**config.mk**
```make
export PLATFORM = sky130hd
export DESIGN_NAME = id_stage
export DESIGN_NICKNAME = d
export VERILOG_FILES = /design/src/rtl/id_stage_pkg.sv /design/src/rtl/id_stage_imm_gen.sv /design/src/rtl/id_stage.sv
export SDC_FILE = /design/constraint.sdc
export NUM_CORES = 1
export LEC_CHECK = 0
export CAP_MARGIN = 20
export CORE_AREA = 4 4 180 112
export CTS_CLUSTER_DIAMETER = 50
export DETAILED_ROUTE_END_ITERATION = 10
export DIE_AREA = 0 0 184 116
export PLACE_DENSITY = 0.81
export SETUP_SLACK_MARGIN = 0.4
export SYNTH_ARGS = -nofsm -noshare
export SYNTH_HDL_FRONTEND = slang
export SYNTH_SLANG_ARGS = --single-unit
export TNS_END_PERCENT = 20
```
**constraint.sdc**
```tcl
create_clock -name clk -period 2.3 [get_ports clk]
set_input_delay 0.46 -clock clk [delete_from_list [all_inputs] [get_ports clk]]
set_output_delay 0.46 -clock clk [all_outputs]
set_load 0.005 [all_outputs]
```
**src/rtl/id_stage_pkg.sv**
```systemverilog
// Shared decode constants for the RV32I ID stage: opcodes, control levels and immediate formats.
package id_stage_pkg;

  localparam logic RstEnable   = 1'b1;
  localparam logic WriteEnable = 1'b1;

  localparam int unsigned InstW = 32;
  localparam int unsigned OpcW  = 7;

  localparam logic [OpcW-1:0] OpcLui    = 7'b0110111;
  localparam logic [OpcW-1:0] OpcAuipc  = 7'b0010111;
  localparam logic [OpcW-1:0] OpcJal    = 7'b1101111;
  localparam logic [OpcW-1:0] OpcJalr   = 7'b1100111;
  localparam logic [OpcW-1:0] OpcBranch = 7'b1100011;
  localparam logic [OpcW-1:0] OpcLoad   = 7'b0000011;
  localparam logic [OpcW-1:0] OpcStore  = 7'b0100011;
  localparam logic [OpcW-1:0] OpcOpImm  = 7'b0010011;
  localparam logic [OpcW-1:0] OpcOp     = 7'b0110011;

  typedef enum logic [2:0] {
    FmtR,
    FmtI,
    FmtS,
    FmtB,
    FmtU,
    FmtJ
  } fmt_e;

endpackage

```
**src/rtl/id_stage_imm_gen.sv**
```systemverilog
// Immediate generator: assembles and sign-extends the immediate for each RV32I format.
module id_stage_imm_gen
  import id_stage_pkg::*;
#(
  parameter int unsigned XLEN = 32
) (
  input  logic [31:7]     inst_i,
  input  fmt_e            fmt_i,
  output logic [XLEN-1:0] imm_o
);

  logic [31:0] imm32;

  always_comb begin
    imm32 = '0;
    unique case (fmt_i)
      FmtI:    imm32 = {{20{inst_i[31]}}, inst_i[31:20]};
      FmtS:    imm32 = {{20{inst_i[31]}}, inst_i[31:25], inst_i[11:7]};
      FmtB:    imm32 = {{19{inst_i[31]}}, inst_i[31], inst_i[7], inst_i[30:25],
                        inst_i[11:8], 1'b0};
      FmtU:    imm32 = {inst_i[31:12], 12'b0};
      FmtJ:    imm32 = {{11{inst_i[31]}}, inst_i[31], inst_i[19:12], inst_i[20],
                        inst_i[30:21], 1'b0};
      default: imm32 = '0;
    endcase
  end

  // Sign-extend to the datapath width (XLEN >= 32).
  assign imm_o = XLEN'($signed(imm32));

endmodule

```
**src/rtl/id_stage.sv**
```systemverilog
// RV32I decode stage: decode, regfile read, EX/MEM forwarding, load-use detection and the
// ID/EX pipeline register with stall, flush and bubble insertion.
module id_stage
  import id_stage_pkg::*;
#(
  parameter int unsigned XLEN   = 32,
  parameter int unsigned PC_W   = 32,
  parameter int unsigned RA_W   = 5,
  parameter bit          FWD_EN = 1'b1
) (
  input  logic            clk,
  input  logic            rst,

  input  logic            if_valid_i,
  input  logic [PC_W-1:0] pc_i,
  input  logic [31:0]     inst_i,

  output logic            reg1_read_o,
  output logic            reg2_read_o,
  output logic [RA_W-1:0] reg1_addr_o,
  output logic [RA_W-1:0] reg2_addr_o,
  input  logic [XLEN-1:0] reg1_data_i,
  input  logic [XLEN-1:0] reg2_data_i,

  input  logic            ex_wreg_i,
  input  logic [RA_W-1:0] ex_wd_i,
  input  logic [XLEN-1:0] ex_wdata_i,
  input  logic            ex_is_load_i,

  input  logic            mem_wreg_i,
  input  logic [RA_W-1:0] mem_wd_i,
  input  logic [XLEN-1:0] mem_wdata_i,

  input  logic            stall_i,
  input  logic            flush_i,
  output logic            stall_req_o,
  output logic            illegal_o,

  output logic            ex_valid_o,
  output logic [PC_W-1:0] ex_pc_o,
  output logic [6:0]      ex_aluop_o,
  output logic [2:0]      ex_alufun_o,
  output logic            ex_f7b_o,
  output logic [XLEN-1:0] ex_reg1_o,
  output logic [XLEN-1:0] ex_reg2_o,
  output logic [XLEN-1:0] ex_imm_o,
  output logic [RA_W-1:0] ex_wd_o,
  output logic            ex_wreg_o,
  output logic            ex_memrd_o,
  output logic            ex_memwr_o
);

  typedef struct packed {
    logic            valid;
    logic [PC_W-1:0] pc;
    logic [6:0]      aluop;
    logic [2:0]      alufun;
    logic            f7b;
    logic [XLEN-1:0] reg1;
    logic [XLEN-1:0] reg2;
    logic [XLEN-1:0] imm;
    logic [RA_W-1:0] wd;
    logic            wreg;
    logic            memrd;
    logic            memwr;
  } idex_t;

  logic [OpcW-1:0] opcode;
  logic [RA_W-1:0] rs1, rs2, rd;
  fmt_e            fmt;
  logic            re1, re2, wreg_raw, memrd, memwr, illegal_op;
  logic [XLEN-1:0] imm;
  logic [XLEN-1:0] op1, op2;
  logic            ld_hit1, ld_hit2;
  idex_t           dec, idex_d, idex_q;

  assign opcode = inst_i[6:0];
  assign rs1    = RA_W'(inst_i[19:15]);
  assign rs2    = RA_W'(inst_i[24:20]);
  assign rd     = RA_W'(inst_i[11:7]);

  always_comb begin
    fmt        = FmtR;
    re1        = 1'b0;
    re2        = 1'b0;
    wreg_raw   = 1'b0;
    memrd      = 1'b0;
    memwr      = 1'b0;
    illegal_op = 1'b0;
    unique case (opcode)
      OpcLui, OpcAuipc: begin
        fmt      = FmtU;
        wreg_raw = WriteEnable;
      end
      OpcJal: begin
        fmt      = FmtJ;
        wreg_raw = WriteEnable;
      end
      OpcJalr, OpcOpImm: begin
        fmt      = FmtI;
        re1      = 1'b1;
        wreg_raw = WriteEnable;
      end
      OpcBranch: begin
        fmt = FmtB;
        re1 = 1'b1;
        re2 = 1'b1;
      end
      OpcLoad: begin
        fmt      = FmtI;
        re1      = 1'b1;
        wreg_raw = WriteEnable;
        memrd    = 1'b1;
      end
      OpcStore: begin
        fmt   = FmtS;
        re1   = 1'b1;
        re2   = 1'b1;
        memwr = 1'b1;
      end
      OpcOp: begin
        fmt      = FmtR;
        re1      = 1'b1;
        re2      = 1'b1;
        wreg_raw = WriteEnable;
      end
      default: illegal_op = 1'b1;
    endcase
  end

  id_stage_imm_gen #(
    .XLEN (XLEN)
  ) u_imm_gen (
    .inst_i (inst_i[31:7]),
    .fmt_i  (fmt),
    .imm_o  (imm)
  );

  assign reg1_read_o = re1;
  assign reg2_read_o = re2;
  assign reg1_addr_o = rs1;
  assign reg2_addr_o = rs2;
  assign illegal_o   = if_valid_i & illegal_op;

  // x0 and disabled ports read as zero; the younger EX result beats MEM.
  function automatic logic [XLEN-1:0] fwd_sel(
    input logic            re,
    input logic [RA_W-1:0] addr,
    input logic [XLEN-1:0] rf_data,
    input logic            exw,
    input logic [RA_W-1:0] exd,
    input logic [XLEN-1:0] exdat,
    input logic            memw,
    input logic [RA_W-1:0] memd,
    input logic [XLEN-1:0] memdat
  );
    if (!re || addr == '0) return '0;
    if (FWD_EN && exw && exd == addr) return exdat;
    if (FWD_EN && memw && memd == addr) return memdat;
    return rf_data;
  endfunction

  always_comb begin
    op1 = fwd_sel(re1, rs1, reg1_data_i, ex_wreg_i, ex_wd_i, ex_wdata_i,
                  mem_wreg_i, mem_wd_i, mem_wdata_i);
    op2 = fwd_sel(re2, rs2, reg2_data_i, ex_wreg_i, ex_wd_i, ex_wdata_i,
                  mem_wreg_i, mem_wd_i, mem_wdata_i);
  end

  // A load in EX cannot be forwarded yet; hold upstream one cycle until it reaches MEM.
  assign ld_hit1     = re1 && (ex_wd_i == rs1);
  assign ld_hit2     = re2 && (ex_wd_i == rs2);
  assign stall_req_o = if_valid_i & ex_is_load_i & ex_wreg_i & (ex_wd_i != '0) &
                       (ld_hit1 | ld_hit2);

  always_comb begin
    dec        = '0;
    dec.valid  = 1'b1;
    dec.pc     = pc_i;
    dec.aluop  = opcode;
    dec.alufun = inst_i[14:12];
    dec.f7b    = inst_i[30];
    dec.reg1   = op1;
    dec.reg2   = op2;
    dec.imm    = imm;
    dec.wd     = rd;
    dec.wreg   = wreg_raw & (rd != '0);
    dec.memrd  = memrd;
    dec.memwr  = memwr;
  end

  always_comb begin
    idex_d = idex_q;
    if (flush_i) begin
      idex_d = '0;
    end else if (stall_i) begin
      idex_d = idex_q;
    end else if (stall_req_o) begin
      idex_d = '0;
    end else if (if_valid_i && !illegal_o) begin
      idex_d = dec;
    end else begin
      idex_d = '0;
    end
  end

  always_ff @(posedge clk) begin
    if (rst == RstEnable) begin
      idex_q <= '0;
    end else begin
      idex_q <= idex_d;
    end
  end

  assign ex_valid_o  = idex_q.valid;
  assign ex_pc_o     = idex_q.pc;
  assign ex_aluop_o  = idex_q.aluop;
  assign ex_alufun_o = idex_q.alufun;
  assign ex_f7b_o    = idex_q.f7b;
  assign ex_reg1_o   = idex_q.reg1;
  assign ex_reg2_o   = idex_q.reg2;
  assign ex_imm_o    = idex_q.imm;
  assign ex_wd_o     = idex_q.wd;
  assign ex_wreg_o   = idex_q.wreg;
  assign ex_memrd_o  = idex_q.memrd;
  assign ex_memwr_o  = idex_q.memwr;

endmodule

```
==> metrics.txt, run 1 <==
simple-gate area share of the yosys netlist 0.240; Crit. End Element output pin; combinational family with the most area after synthesis compound AO/OA/AOI/OAI gates; worst reg2reg path endpoint ex_reg1_o[3]; DRC 0; pre-CTS WS -0.578 ns; Peak VDD IR 0.507 mV; number of core rows 39; drt total wl 35,500 um; final worst path period need 2.05 ns; most common flop cell mapped by yosys dfxtp_1; Final WS setup 0.245 ns; clk root buf clkbuf_16; share of cells above drive strength 1 0.192; Util after Layout 0.716; clock skew 0 ns; CP Max Fanout 2; CTS tree yes; clk slew on worst S/H paths 0.06 ns; Syn Nets 1,196; clock buffer depth 2; RSZ-0062 raised after global routing true; Synth Cell Area 0.00750 mm2; first-pass GRT wire length 50,800 um; net switching power 0.00171 W; Worst Hold End ex_valid_o; HP Start ex_valid_o; Final #Nets 1,617; DRT antenna net count 0; Seq pwr share 0.389; Comb pwr share 0.177; post-route clock period utilization 0.893; Synth Area in Compound Gates 0.275; Via Count 9,467; Core ar. 0.0186 mm2; CP top delay family simple AND/OR/NAND/NOR gates; Critical Path Stages 6; Worst Hold Class flop to flop; # IOs 372; Netlist cell types 58; LEAKAGE 4.86 nW; multiplexer area fraction after synthesis 0; Pwr Density 495 mW/mm2; DR pass1 iterations 5; ys async rst share 0; max incr delay on CP 0.38 ns; pin count of the biggest net entering global routing 61; DRT iter0 DRCs 1,105; worst hold path stage count 2; worst slew pin tran 0.641 ns; setup slack, reg-to-reg 1.65 ns; Mapped Cells 986; Layout area overhead 78.0%; worst path arrival time 1.59 ns; outcome finished clean; Clock power frac 0.434; Bufs and invs on worst path 2; hpwl dp 24,100 um; GRT overflow 0; # setup viols final 0; Starting Density 0.402; Critical R2R Launch ex_reg1_o[3]; Finished Layout Cells 1,666; sequential area share after synthesis 0.395; synth warn 0; GRT Overall Usage 0.303; Hold-fix buffers, CTS 0; Sw Ratio 0.258; Die Height 116 um; Die ar. 0.0213 mm2; CP max stage cell or3_4; Synth Area in XOR/XNOR 0.0234; number of enable flip-flop cells after synthesis 0; synthesized flop and latch total 148; syn avg cell area 7.60 um2; worst skew pair latency 0.42 ns; port buffer count 371; P_int 0.00490 W; clock sink count 148; via/cell ratio 5.68; Slew HR 0.573; startpoint type of the worst setup path input pin; initial antenna violation count 2; Setup TNS 0 ns; Crit path required time 1.84 ns; max-slew violations 0; vias in the first global route 8,780; cell-by-cell trace of the critical path buf_6 -> or3_4 -> a211oi_4 -> nand4_4 -> o21ai_2 -> buf_2; Die Span X 184 um; critical path class input pin to output pin; max_cap viols 0; WL/cell 21.3 um; Final Hold Fails 0; GPL Wtd Cong 0.913; H-tree Lvls 4; Fmax 0.487 GHz; path depth of the worst reg2reg path 2; Post-Place Cells 1,597; Num CTS Buffers 17; Adder-Cell Fraction of Synth Area 0
==> how the worst max path moves through the flow <==
stage / start / end
global route: inst_i[6] / stall_req_o
CTS: inst_i[6] / stall_req_o
floorplan: inst_i[5] / stall_req_o
finish: inst_i[6] / stall_req_o
detailed placement: inst_i[2] / stall_req_o
global placement: inst_i[2] / stall_req_o
==> logic make-up after synthesis <==
kind of cell,after synthesis
compound gates,303
buf+inv,100
xor+xnor,20
simple gates,415
flops,148
==> synth_stat cells (all sizes together) (3+ instances only) <==
| cell type | n | area, um2 |
|---|---|---|
| and2 | 4 | 25.0 |
| a21boi | 9 | 67.6 |
| nand4 | 3 | 33.8 |
| a21oi | 49 | 245 |
| inv | 4 | 15.0 |
| a211oi | 35 | 268 |
| xnor2 | 13 | 114 |
| o31ai | 56 | 505 |
| dfxtp | 148 | 2960 |
| clkbuf | 61 | 233 |
| nand2 | 216 | 811 |
| nor3 | 7 | 40.0 |
| o21ai | 96 | 522 |
| buf | 35 | 255 |
| nor2 | 97 | 364 |
| nor2b | 3 | 18.8 |
| o2111ai | 3 | 61.3 |
| a22oi | 5 | 51.3 |
| xor2 | 7 | 61.3 |
| nand3 | 68 | 340 |
| nor3b | 4 | 35.0 |
| o22ai | 41 | 257 |
==> layer usage <==
metal,track usage,routed length (um),vias to the layer above
met2,0.459,15600,615
met4,0.0926,1080,2
met3,0.107,4360,117
met1,0.409,14400,4432
met5,0,13,-
li1,-,-,4301
==> per-stage QoR <==
stage	power (W)	cell area (um2)	hold slack (ns)
global route	0.00682	13300	0.438
global placement	0.00367	12000	0.432
finish	0.00661	13300	0.443
floorplan	0.00301	7550	0.435
CTS	0.00654	12800	0.430
detailed placement	0.00368	12000	0.435
==> tightest hold or removal path, stage by stage (launching register included) <==
cell and delay, ns:
dfxtp_1 0.31, nand2_1 0.05, nand2_1 0.04
==> sequential cells by signal (all words and copies together), names as in the netlist <==
name         count
ex_aluop_o       7
ex_wd_o          5
ex_wreg_o        1
ex_reg2_o       32
ex_f7b_o         1
ex_imm_o        32
ex_memrd_o       1
ex_memwr_o       1
ex_alufun_o      3
ex_reg1_o       32
ex_pc_o         32
ex_valid_o       1
==> power by group through the flow <==
stage                     registers (W)  logic, W  clock network, W
after floorplan                 0.00263  0.000386                 0
final                           0.00257   0.00117           0.00287
after global placement          0.00263   0.00104                 0
after CTS                       0.00257   0.00109           0.00288
after detailed placement        0.00263   0.00105                 0
after global routing            0.00257   0.00124           0.00301
==> layout by cell type, fill, tap and decap left out, drive strengths merged, types with 4 or more instances in the layout <==
master	Yosys	final
a211oi	35	35
a21boi	9	9
a21oi	49	49
a22oi	5	5
and2	4	4
buf	35	133
clkbuf	61	39
clkdlybuf4s15	0	4
clkdlybuf4s50	0	340
dfxtp	148	148
dlygate4sd2	0	5
inv	4	4
nand2	216	216
nand3	68	68
nor2	97	97
nor3	7	7
nor3b	4	4
o21ai	96	97
o22ai	41	41
o31ai	56	56
xnor2	13	13
xor2	7	7
==> timing repair <==
item / in CTS / in global routing
setup endpoints to repair: 161 / 102
pin swaps: 18 / 27
buffers inserted: 22 / 7
gates cloned: 0 / 8
gates resized for setup: 95 / 91
==> area by class of cell <==
| class | instances | area, um2 |
|---|---|---|
| Clock buffer | 24 | 492 |
| Clock inverter | 7 | 97.6 |
| Timing Repair Buffer | 497 | 4980 |
| Tap cell | 246 | 308 |
| Fill cell | 1401 | 5300 |
| Multi-Input combinational cell | 739 | 4490 |
| Inverter | 4 | 15.0 |
| Sequential cell | 148 | 2960 |
| Antenna cell | 1 | 2.50 |
No activity file was read; power rests on OpenSTA's default activity.
==> run 2, diff against run 1 <==
clock period = 2.33 ns   (was 2.3 ns; I/O delays follow)
==> run 2 against run 1 <==
Clock power is 6% lower. Non-clock buffer count fell by 16. Die area unchanged. Final cell count decreased by 1.0%. Worst setup slack lost 0.045 ns. Final area fell by 1.4%.
==> metrics.txt, run 2 (synthesized netlist as in run 1, its figures left out) <==
Clock power frac 0.424 (was 0.434); GPL Wtd Cong 0.896 (was 0.913); Num CTS Buffers 17 (unchanged); outcome finished clean (unchanged); worst skew pair latency 0.42 ns (about the same); P_int 0.00456 W (was 0.00490 W); crit path launch inst_i[6] (unchanged); via/cell ratio 5.75 (was 5.68); Seq pwr share 0.398 (was 0.389); Fmax 0.470 GHz; DR pass1 iterations 6 (was 5); max_cap viols 0 (unchanged); clk slew on worst S/H paths 0.07 ns (was 0.06 ns); Setup TNS 0 ns (unchanged); Via Count 9,479 (was 9,467); Slew HR 0.664 (was 0.573); Die Span X 184 um (unchanged); Bufs and invs on worst path 2 (unchanged); clk root buf clkbuf_16 (unchanged); clock skew 0 ns (unchanged); Final #Nets 1,600 (was 1,617); Pwr Density 485 mW/mm2 (was 495 mW/mm2); share of cells above drive strength 1 0.189 (was 0.192); worst slew pin tran 0.504 ns (was 0.641 ns); most frequent cells in the layout clkdlybuf4s50_1, nand2_1, dfxtp_1 (unchanged); CTS tree yes (unchanged); Core ar. 0.0186 mm2 (unchanged); number of core rows 39 (unchanged); Crit. End Element output pin (unchanged); Hold-fix buffers, CTS 0 (unchanged); max-slew violations 0 (unchanged); GRT Overall Usage 0.300 (was 0.303); H-tree Lvls 4 (unchanged); Util after Layout 0.706 (was 0.716); RSZ-0062 raised after global routing true (unchanged); Sw Ratio 0.285 (was 0.258); clock buffer depth 2 (unchanged); Crit path required time 1.86 ns (was 1.84 ns); Starting Density 0.402 (unchanged); worst path arrival time 1.66 ns (was 1.59 ns); CP top delay family simple AND/OR/NAND/NOR gates (unchanged); fill count 1,429 (was 1,401); Die Height 116 um (unchanged); startpoint type of the worst setup path input pin (unchanged); first-pass GRT wire length 50,300 um (was 50,800 um); # setup viols final 0 (unchanged); port buffer count 371 (unchanged); drt total wl 35,200 um (was 35,500 um); # IOs 372 (unchanged); Critical R2R Launch ex_reg2_o[12] (was ex_reg1_o[3]); DRT iter0 DRCs 1,149 (was 1,105); HP Start inst_i[6] (was ex_valid_o); Layout area overhead 75.6% (was 78.0%); Peak VDD IR 0.433 mV (was 0.507 mV); WL/cell 21.3 um (about the same); cell-by-cell trace of the critical path buf_6 -> or3_4 -> a211oi_4 -> nand4_4 -> o21ai_4 -> buf_2 (was buf_6 -> or3_4 -> a211oi_4 -> nand4_4 -> o21ai_2 -> buf_2); critical path class input pin to output pin (unchanged); Final Hold Fails 0 (unchanged); LEAKAGE 4.80 nW (was 4.86 nW); pin count of the biggest net entering global routing 75 (was 61); hpwl dp 24,300 um (was 24,100 um); register area 0.00296 mm2 (unchanged); CP Max Fanout 2 (unchanged); Comb pwr share 0.178 (was 0.177); vias in the first global route 8,874 (was 8,780); Worst Hold Class input pin to flop (was flop to flop); CP max stage cell or3_4 (unchanged); DRT antenna net count 0 (unchanged); most common cell after layout, fill and taps aside clkdlybuf4s50_1 (unchanged); DRC 0 (unchanged); max incr delay on CP 0.39 ns (was 0.38 ns); initial antenna violation count 2 (unchanged); net switching power 0.00182 W (was 0.00171 W); post-route clock period utilization 0.914; final worst path period need 2.13 ns; clock sink count 148 (unchanged); GRT overflow 0 (unchanged); Die ar. 0.0213 mm2 (unchanged); area of the multi-input gates 0.00444 mm2 (was 0.00449 mm2)
==> run 2: cell count changes in the layout (fill, tap and decap cells not counted), moves of 7 or more <==
cell | previous run | this run
a211oi_1 | 27 | 19
o31ai_1 | 32 | 23
o31ai_2 | 14 | 29
buf_4 | 86 | 75
inv_6 | 0 | 8
a211oi_2 | 3 | 12
a21oi_1 | 41 | 48
a21oi_2 | 8 | 1
==> run 2: worst reg2reg max path, cell delays in order, from the launching register on <==
cell     delay, ns
dfxtp_1       0.39
nand2_1       0.11
o31ai_4       0.08
==> run 2: repair_timing <==
item                                    4_1_cts  5_1_grt
cloned                                        1        4
buffers inserted                              9        6
resized for setup                            95       95
endpoints found under the setup margin      161       90
pin swaps                                    15       20
==> run 2: layout make-up <==
type                       instances  area share
clock buffer                      17      0.0323
antenna                            1    0.000190
inverter                           4     0.00114
timing repair buffer             481       0.370
multi-input combinational        738       0.337
sequential                       148       0.225
clock inverter                    14      0.0104
tap                              246      0.0234
==> run 2: per-layer routing <==
metal	up-vias	share of wire	GRT usage
met5	-	0.00037	0
met4	2	0.029	0.0842
met3	109	0.12	0.0982
met2	661	0.45	0.467
met1	4450	0.40	0.404
li1	4257	-	-
==> run 2: worst paths after layout <==
check | end | slack (ns) | cells past startpoint
setup / recovery | stall_req_o | 0.20 | 6
hold / removal | ex_memwr_o | 0.40 | 3
setup reg to reg | ex_reg2_o[12] | 1.67 | 2
hold reg to reg | ex_wd_o[4] | 0.44 | 2
==> run 2: power by group through the flow <==
stage          combinational (W)  sequential [W]  clock [W]
6_report                 0.00114         0.00254    0.00270
5_1_grt                  0.00119         0.00253    0.00284
4_1_cts                  0.00106         0.00254    0.00273
3_5_place_dp             0.00103         0.00259          0
3_3_place_gp             0.00102         0.00259          0
2_1_floorplan           0.000380         0.00259          0
==> run 2: stage by stage <==
step / setup slack (ns) / std cells / area (um2) / hold WS (ns) / power, W
final: 0.200 / 1649 / 13200 / 0.396 / 0.00638
after global routing: 0.166 / 1649 / 13200 / 0.401 / 0.00657
after CTS: 0.231 / 1638 / 12800 / 0.368 / 0.00633
after detailed placement: -0.550 / 1597 / 12000 / 0.432 / 0.00363
after global placement: -0.539 / 1597 / 12000 / 0.429 / 0.00362
after floorplan: 0.347 / 986 / 7530 / 0.435 / 0.00297
